`src/rtl/draw_list_scheduler_pkg.sv`:
```
// Shared constants, FSM encodings and the default-width draw-entry layout
// for the draw list scheduler.
package draw_list_scheduler_pkg;

  localparam logic [7:0] COMMAND_DRAW_SPRITE = 8'h21;
  localparam int         SPRITE_NUM          = 16;
  localparam int         SPRITE_W            = $clog2(SPRITE_NUM);
  localparam int         DRAW_LIST_DEPTH_DEF = 64;
  localparam int         COORD_W_DEF         = 10;

  localparam logic [1:0] ST_IDLE  = 2'd0;
  localparam logic [1:0] ST_LOAD  = 2'd1;
  localparam logic [1:0] ST_ISSUE = 2'd2;

  typedef struct packed {
    logic [SPRITE_W-1:0]    sprite;
    logic [COORD_W_DEF-1:0] x;
    logic [COORD_W_DEF-1:0] y;
    logic [7:0]             flags;
  } draw_entry_t;

endpackage

```
`src/rtl/draw_list_scheduler_if.sv`:
```
// Draw-entry stream from the scheduler (master) to the renderer (slave).
interface draw_list_scheduler_if
  import draw_list_scheduler_pkg::*;
#(
  parameter int SPR_W = SPRITE_W,
  parameter int CRD_W = COORD_W_DEF
);
  logic             out_valid;
  logic             out_ready;
  logic [SPR_W-1:0] out_sprite;
  logic [CRD_W-1:0] out_x;
  logic [CRD_W-1:0] out_y;
  logic [7:0]       out_flags;
  logic             out_last;

  modport master (
    output out_valid, out_sprite, out_x, out_y, out_flags, out_last,
    input  out_ready
  );

  modport slave (
    input  out_valid, out_sprite, out_x, out_y, out_flags, out_last,
    output out_ready
  );
endinterface

```
`src/rtl/draw_list_ram.sv`:
```
// Two-bank simple dual-port RAM: one write port, one registered read port,
// each with its own bank select. Array contents are never reset.
module draw_list_ram #(
  parameter int DEPTH  = 64,
  parameter int DATA_W = 32
) (
  input  logic                     clock,
  input  logic                     reset,
  input  logic                     wr_en,
  input  logic                     wr_bank,
  input  logic [$clog2(DEPTH)-1:0] wr_addr,
  input  logic [DATA_W-1:0]        wr_data,
  input  logic                     rd_en,
  input  logic                     rd_bank,
  input  logic [$clog2(DEPTH)-1:0] rd_addr,
  output logic [DATA_W-1:0]        rd_data
);
  logic [DATA_W-1:0] mem_r [2*DEPTH];

  // Write port
  always_ff @(posedge clock) begin
    if (wr_en) begin
      mem_r[{wr_bank, wr_addr}] <= wr_data;
    end
  end

  // Read port; the data register holds between reads
  always_ff @(posedge clock) begin
    if (reset) begin
      rd_data <= {DATA_W{1'b0}};
    end else if (rd_en) begin
      rd_data <= mem_r[{rd_bank, rd_addr}];
    end
  end
endmodule

```
`src/rtl/draw_list_scheduler.sv`:
```
// Double-buffered sprite draw list: assembles 6-byte records into the back
// list and replays the front list to the renderer once per frame.
module draw_list_scheduler
  import draw_list_scheduler_pkg::*;
#(
  parameter int DRAW_LIST_DEPTH = DRAW_LIST_DEPTH_DEF,
  parameter int COORD_W         = COORD_W_DEF
) (
  input  logic                  clock,
  input  logic                  reset,
  input  logic                  draw_start,
  input  logic                  draw_byte_valid,
  input  logic [7:0]            draw_byte,
  input  logic                  list_commit,
  input  logic                  frame_start,
  draw_list_scheduler_if.master out_if,
  output logic                  busy,
  output logic                  list_dropped,
  output logic [7:0]            overrun_count
);
  localparam int IDX_W  = $clog2(DRAW_LIST_DEPTH);
  localparam int CNT_W  = IDX_W + 1;
  localparam int DATA_W = SPRITE_W + 2 * COORD_W + 8;
  localparam logic [CNT_W-1:0] FULL_COUNT = CNT_W'(DRAW_LIST_DEPTH);

  logic [2:0]          byte_cnt_r;
  logic                rec_active_r;
  logic [SPRITE_W-1:0] sprite_r;
  logic [7:0]          x_hi_r, x_lo_r, y_hi_r, y_lo_r;
  logic [CNT_W-1:0]    back_count_r, front_count_r;
  logic [CNT_W-1:0]    back_count_next_s, front_count_next_s;
  logic                pending_r, front_sel_r, list_dropped_r;
  logic                rec_done_s, wr_en_s, swap_s;
  logic [15:0]         x_full_s, y_full_s;
  logic [DATA_W-1:0]   wr_data_s, rd_data_s;
  logic                unused_s;

  logic [1:0]          state_r, state_n_s;
  logic [IDX_W-1:0]    idx_r, idx_n_s;
  logic                out_valid_r, valid_n_s, out_last_r, last_n_s;
  logic                busy_r;
  logic [7:0]          overrun_r;

  // Record completion, back-list growth and swap decision
  always_comb begin
    x_full_s   = {x_hi_r, x_lo_r};
    y_full_s   = {y_hi_r, y_lo_r};
    rec_done_s = rec_active_r && draw_byte_valid && !draw_start && (byte_cnt_r == 3'd5);
    wr_en_s    = rec_done_s && (back_count_r != FULL_COUNT);
    wr_data_s  = {sprite_r, x_full_s[COORD_W-1:0], y_full_s[COORD_W-1:0], draw_byte};
    // A commit in the swap cycle counts, as does a record finishing that cycle
    swap_s     = frame_start && (pending_r || list_commit);
    if (wr_en_s) begin
      back_count_next_s = back_count_r + CNT_W'(1);
    end else begin
      back_count_next_s = back_count_r;
    end
    if (swap_s) begin
      front_count_next_s = back_count_next_s;
    end else begin
      front_count_next_s = front_count_r;
    end
  end

  assign unused_s = ^{x_full_s[15:COORD_W], y_full_s[15:COORD_W]};

  // Payload byte capture
  always_ff @(posedge clock) begin
    if (reset) begin
      byte_cnt_r   <= 3'd0;
      rec_active_r <= 1'b0;
      sprite_r     <= {SPRITE_W{1'b0}};
      x_hi_r       <= 8'd0;
      x_lo_r       <= 8'd0;
      y_hi_r       <= 8'd0;
      y_lo_r       <= 8'd0;
    end else if (draw_start) begin
      byte_cnt_r   <= 3'd0;
      rec_active_r <= 1'b1;
    end else if (list_commit) begin
      byte_cnt_r   <= 3'd0;
      rec_active_r <= 1'b0;
    end else if (draw_byte_valid && rec_active_r) begin
      case (byte_cnt_r)
        3'd0:    sprite_r <= draw_byte[SPRITE_W-1:0];
        3'd1:    x_hi_r   <= draw_byte;
        3'd2:    x_lo_r   <= draw_byte;
        3'd3:    y_hi_r   <= draw_byte;
        3'd4:    y_lo_r   <= draw_byte;
        default: ;
      endcase
      rec_active_r <= (byte_cnt_r != 3'd5);
      byte_cnt_r   <= (byte_cnt_r == 3'd5) ? 3'd0 : byte_cnt_r + 3'd1;
    end
  end

  // List bookkeeping: counts, pending flag, bank select, drop flag
  always_ff @(posedge clock) begin
    if (reset) begin
      back_count_r   <= {CNT_W{1'b0}};
      front_count_r  <= {CNT_W{1'b0}};
      pending_r      <= 1'b0;
      front_sel_r    <= 1'b0;
      list_dropped_r <= 1'b0;
    end else begin
      back_count_r  <= swap_s ? {CNT_W{1'b0}} : back_count_next_s;
      front_count_r <= front_count_next_s;
      pending_r     <= swap_s ? 1'b0 : (pending_r || list_commit);
      front_sel_r   <= front_sel_r ^ swap_s;
      if (list_commit) begin
        list_dropped_r <= 1'b0;
      end else if (rec_done_s && !wr_en_s) begin
        list_dropped_r <= 1'b1;
      end
    end
  end

  // Issue FSM next state; frame_start always restarts from index 0
  always_comb begin
    state_n_s = state_r;
    idx_n_s   = idx_r;
    valid_n_s = out_valid_r;
    last_n_s  = out_last_r;
    if (frame_start) begin
      idx_n_s   = IDX_W'(0);
      valid_n_s = 1'b0;
      last_n_s  = 1'b0;
      if (front_count_next_s != {CNT_W{1'b0}}) begin
        state_n_s = ST_LOAD;
      end else begin
        state_n_s = ST_IDLE;
      end
    end else begin
      case (state_r)
        ST_IDLE: begin
          valid_n_s = 1'b0;
          last_n_s  = 1'b0;
        end
        ST_LOAD: begin
          state_n_s = ST_ISSUE;
          valid_n_s = 1'b1;
          last_n_s  = ({1'b0, idx_r} == front_count_r - CNT_W'(1));
        end
        ST_ISSUE: begin
          if (out_if.out_ready) begin
            valid_n_s = 1'b0;
            last_n_s  = 1'b0;
            if (out_last_r) begin
              state_n_s = ST_IDLE;
              idx_n_s   = IDX_W'(0);
            end else begin
              state_n_s = ST_LOAD;
              idx_n_s   = idx_r + IDX_W'(1);
            end
          end else begin
            state_n_s = ST_ISSUE;
          end
        end
        default: begin
          state_n_s = ST_IDLE;
          idx_n_s   = IDX_W'(0);
          valid_n_s = 1'b0;
          last_n_s  = 1'b0;
        end
      endcase
    end
  end

  // Issue FSM registers and status outputs
  always_ff @(posedge clock) begin
    if (reset) begin
      state_r     <= ST_IDLE;
      idx_r       <= IDX_W'(0);
      out_valid_r <= 1'b0;
      out_last_r  <= 1'b0;
      busy_r      <= 1'b0;
      overrun_r   <= 8'd0;
    end else begin
      state_r     <= state_n_s;
      idx_r       <= idx_n_s;
      out_valid_r <= valid_n_s;
      out_last_r  <= last_n_s;
      busy_r      <= (state_n_s != ST_IDLE);
      if (frame_start && (state_r != ST_IDLE) && (overrun_r != 8'hFF)) begin
        overrun_r <= overrun_r + 8'd1;
      end
    end
  end

  draw_list_ram #(
    .DEPTH  (DRAW_LIST_DEPTH),
    .DATA_W (DATA_W)
  ) u_ram (
    .clock   (clock),
    .reset   (reset),
    .wr_en   (wr_en_s),
    .wr_bank (!front_sel_r),
    .wr_addr (back_count_r[IDX_W-1:0]),
    .wr_data (wr_data_s),
    .rd_en   (state_r == ST_LOAD),
    .rd_bank (front_sel_r),
    .rd_addr (idx_r),
    .rd_data (rd_data_s)
  );

  assign out_if.out_valid  = out_valid_r;
  assign out_if.out_last   = out_last_r;
  assign out_if.out_sprite = rd_data_s[DATA_W-1 -: SPRITE_W];
  assign out_if.out_x      = rd_data_s[2*COORD_W+7 -: COORD_W];
  assign out_if.out_y      = rd_data_s[COORD_W+7 -: COORD_W];
  assign out_if.out_flags  = rd_data_s[7:0];
  assign busy              = busy_r;
  assign list_dropped      = list_dropped_r;
  assign overrun_count     = overrun_r;
endmodule

```
`src/flat_wrapper.sv`:
```
// flat-port wrapper written by rule: the top's interface ports become plain ports
module draw_list_scheduler_flat import draw_list_scheduler_pkg::*;
#(
  parameter int DRAW_LIST_DEPTH = DRAW_LIST_DEPTH_DEF,
  parameter int COORD_W         = COORD_W_DEF
)
  (clock, reset, draw_start, draw_byte_valid, draw_byte, list_commit, frame_start, busy, list_dropped, overrun_count, out_if_out_valid, out_if_out_sprite, out_if_out_x, out_if_out_y, out_if_out_flags, out_if_out_last, out_if_out_ready);
  draw_list_scheduler_if out_if_i ();
  input  logic clock;
  input  logic reset;
  input  logic draw_start;
  input  logic draw_byte_valid;
  input  logic [7:0] draw_byte;
  input  logic list_commit;
  input  logic frame_start;
  output logic busy;
  output logic list_dropped;
  output logic [7:0] overrun_count;
  output wire logic [$bits(out_if_i.out_valid)-1:0] out_if_out_valid;
  output wire logic [$bits(out_if_i.out_sprite)-1:0] out_if_out_sprite;
  output wire logic [$bits(out_if_i.out_x)-1:0] out_if_out_x;
  output wire logic [$bits(out_if_i.out_y)-1:0] out_if_out_y;
  output wire logic [$bits(out_if_i.out_flags)-1:0] out_if_out_flags;
  output wire logic [$bits(out_if_i.out_last)-1:0] out_if_out_last;
  input wire logic [$bits(out_if_i.out_ready)-1:0] out_if_out_ready;
  assign out_if_out_valid = out_if_i.out_valid;
  assign out_if_out_sprite = out_if_i.out_sprite;
  assign out_if_out_x = out_if_i.out_x;
  assign out_if_out_y = out_if_i.out_y;
  assign out_if_out_flags = out_if_i.out_flags;
  assign out_if_out_last = out_if_i.out_last;
  assign out_if_i.out_ready = out_if_out_ready;
  draw_list_scheduler #(.DRAW_LIST_DEPTH(DRAW_LIST_DEPTH), .COORD_W(COORD_W)) u_core (.clock(clock), .reset(reset), .draw_start(draw_start), .draw_byte_valid(draw_byte_valid), .draw_byte(draw_byte), .list_commit(list_commit), .frame_start(frame_start), .out_if(out_if_i), .busy(busy), .list_dropped(list_dropped), .overrun_count(overrun_count));
endmodule
```
`config.mk`:
```
export PLATFORM = sky130hd
export DESIGN_NAME = draw_list_scheduler_flat
export DESIGN_NICKNAME = d
export VERILOG_FILES = /design/src/rtl/draw_list_scheduler_pkg.sv /design/src/rtl/draw_list_scheduler_if.sv /design/src/rtl/draw_list_ram.sv /design/src/rtl/draw_list_scheduler.sv /design/src/flat_wrapper.sv
export SDC_FILE = /design/constraint.sdc
export NUM_CORES = 2
export LEC_CHECK = 0
export CORE_MARGIN = 2
export CORE_UTILIZATION = 35
export DETAILED_ROUTE_END_ITERATION = 12
export GPL_TIMING_DRIVEN = 0
export HOLD_SLACK_MARGIN = 0.15
export MAX_ROUTING_LAYER = met4
export PLACE_DENSITY = 0.6
export SLEW_MARGIN = 20
export SYNTH_ARGS = -nofsm -noshare
export SYNTH_HDL_FRONTEND = slang
export SYNTH_HIERARCHICAL = 1
export SYNTH_SLANG_ARGS = --single-unit
```
`constraint.sdc`:
```
create_clock -name clock -period 5 [get_ports clock]
set_input_delay 1 -clock clock [delete_from_list [all_inputs] [get_ports clock]]
set_output_delay 1 -clock clock [all_outputs]
set_load 0.03 [all_outputs]
```
==> impl_metrics.toml <==
[logic_synthesis]
synth-async-reset-ratio = 0
synth_top_area_share = 0.764
synth.avg_cell_area_um2 = 22.1
yosysTopAreaCell = "edfxtp_1"
ys_seq_area_frac = 0.776
netlist_top_cells_count = "edfxtp_1, mux4_2, nand2_1"
syn-num-nets = 7292
yosys_warnings = 6
syn_area_um2 = 161000
synthFlopType = "edfxtp_1"
ys_seq_elements = 4192
ys_top_cells_by_area = "edfxtp_1, mux4_2, mux2i_1, dfxtp_1, nand2_1"
postSynthCellCount = 7271
synth_edf_count = 4096
synth_most_common_cell = "edfxtp_1"
synth.distinct_cells = 82

[clocking]
clk_pin_slew_ps = 70
clockBufferDepth = 4
ctsRootBufferMaster = "clkbuf_16"
cts_max_level = 5
cts_buffers = 426
cts_num_sinks = 4192
hold_buffers = 0
cts_tree = "built"
cts_setup_buffers = 0
clk_latency_ps = 1030

[worst_setup_path]
startpoint = "u_core/idx_r[3]"
r2r_slack_ps = -340
cp_max_fo = 10
arrival_ps = 6240
critPathCaptureType = "flop"
crit_path_start_kind = "flop"
critPathKind = "reg2reg"
worst_ep_required_time_ps = 5900
r2r-start = "u_core/idx_r[3]"

[worst_hold_path]
min_from = "draw_byte[4]"
hold_class = "in2reg"

[drt]
totalWireLength_um = 641000
antenna_left = 0
wl_per_cell_um = 43.5
viasPerCell = 6.22
vias = 91600
drc_errors = 0
firstDrtPassIters = 6
drt-initial-drc-count = 17700

[sta]
slew_viol_final = 0
timing_hold_violations_final = 0
period_needed_ps = 5340
max_slew_margin = 0.115
holdWs_ps = 380
worst_pin_slew_ps = 1330
tns_ps = -1600
setup_violations = 18
fin_worst_skew_ps = 88.7
fin_ws_ps = -342
clock.fmax_ghz = 0.187
period_share = 1.07

[grt]
grt_first_pass_wirelength_um = 824000
grt_max_degree = 101
grt_use_total = 0.278
antenna_found_initial = 69
grt_pass1_vias = 85300
grt-ovfl-total = 0

[floorplanning]
dieArea_um2 = 465000
rows = 249
initial_core_util = 0.351
die_h_um = 682
die_x_um = 682
io_pins = 59
core_area_um2 = 459000

[power_and_ir_drop]
peakVddDrop_mv = 0.296
powerDensity_nw_per_um2 = 368
p_leak_nw = 51.5

[placed_design]
gp_congestion = 1.01
hpwl_um = 455000
place.port_buffers = 58

[status]
outcome = "complete, but fails checks"
violations = "negative setup slack"

[final_layout]
area_growth_pct = 19.7
num-nets-final = 8168
layout-drive-gt1-share = 0.301

[flow_run]
max_cap_violations = 0
-- worst max-delay path, stage by stage (launching register included) --
cell and delay [ps]:
dfxtp_1 550, clkinv_1 220, buf_2 500, clkbuf_4 540, buf_2 660, clkbuf_2 680, mux2i_1 160, o21ai_0 820
nand4_1 790, o221ai_1 250
-- report_power, final --
part / internal (mW) / switching [mW]
logic: 0.134 / 0.448
clock network: 18.0 / 14.0
registers: 38.1 / 0.0910
total: 56.3 / 14.5
-- cell families after synthesis --
logic type / Yosys count / share of synthesized area
adder cells (fa/ha/maj): 6 / 0.000466
buffers and inverters: 413 / 0.0141
multiplexers: 1355 / 0.165
AND/OR/NAND/NOR: 834 / 0.0233
flip-flops: 4192 / 0.776
XOR/XNOR: 19 / 0.00103
AO/OA/AOI/OAI: 452 / 0.0204
-- per-layer routing --
metal  part of all wire  wire [µm]  vias up  track usage
met3               0.16     101000     1838        0.108
met1               0.33     212000    48700        0.330
met2               0.43     277000     8430        0.395
met5                  0          0        -            -
met4              0.081      52300        0        0.182
li1                   -          -    32700            -
-- sequential cells by signal, summed over array words and instances, names as in the netlist, 2 cells and up --
name / count
u_core/back_count_r: 7
u_core/byte_cnt_r: 3
u_core/front_count_r: 7
u_core/idx_r: 6
u_core/overrun_count: 8
u_core/sprite_r: 4
u_core/state_r: 2
u_core/u_ram/mem_r: 4096
u_core/u_ram/rd_data: 32
u_core/x_hi_r: 2
u_core/x_lo_r: 8
u_core/y_hi_r: 2
u_core/y_lo_r: 8
-- per-stage QoR --
stage / setup WS (ps) / std cells / power (mW) / utilization / cell area, µm²
2_1_floorplan: 182 / 7271 / 39.1 / - / 161000
3_3_place_gp: -6590 / 13500 / 39.6 / 0.369 / 169000
3_5_place_dp: -696 / 13900 / 39.5 / 0.389 / 179000
4_1_cts: 8.30 / 14700 / 70.9 / 0.419 / 192000
5_1_grt: -3.36 / 14700 / 72.2 / 0.420 / 193000
6_report: -342 / 14700 / 70.8 / 0.420 / 193000
-- repair_timing --
action	in CTS	in global routing
gates resized for setup	25	11
setup endpoints to repair	27	13
pin swaps	0	0
-- layout by cell type, fill, tap and decap left out, drive strengths merged, types with 96 or more instances in the layout --
cell type	n
edfxtp	4096
nor2	229
buf	643
clkinv	203
nand3	110
mux4	1029
nand2	307
dfxtp	96
mux2i	298
clkbuf	671
-- area by class of cell --
cell class | instances | area, µm²
sequential | 4192 | 125000
fill | 39000 | 266000
tap | 6149 | 7690
multi-input combinational | 2666 | 34800
timing repair buffer | 452 | 8690
clock inverter | 272 | 2760
inverter | 16 | 60.1
clock buffer | 520 | 11100
antenna | 73 | 183
buffer | 393 | 2330
-- path summary, 6_finish.rpt --
kind / end / cells past startpoint
max reg2reg: u_core/u_ram/rd_data[0] / 9
max: u_core/u_ram/rd_data[0] / 9
min reg2reg: u_core/u_ram/mem_r[50][9] / 0
min: u_core/u_ram/mem_r[120][4] / 1
No activity file was read; power rests on OpenSTA's default activity.
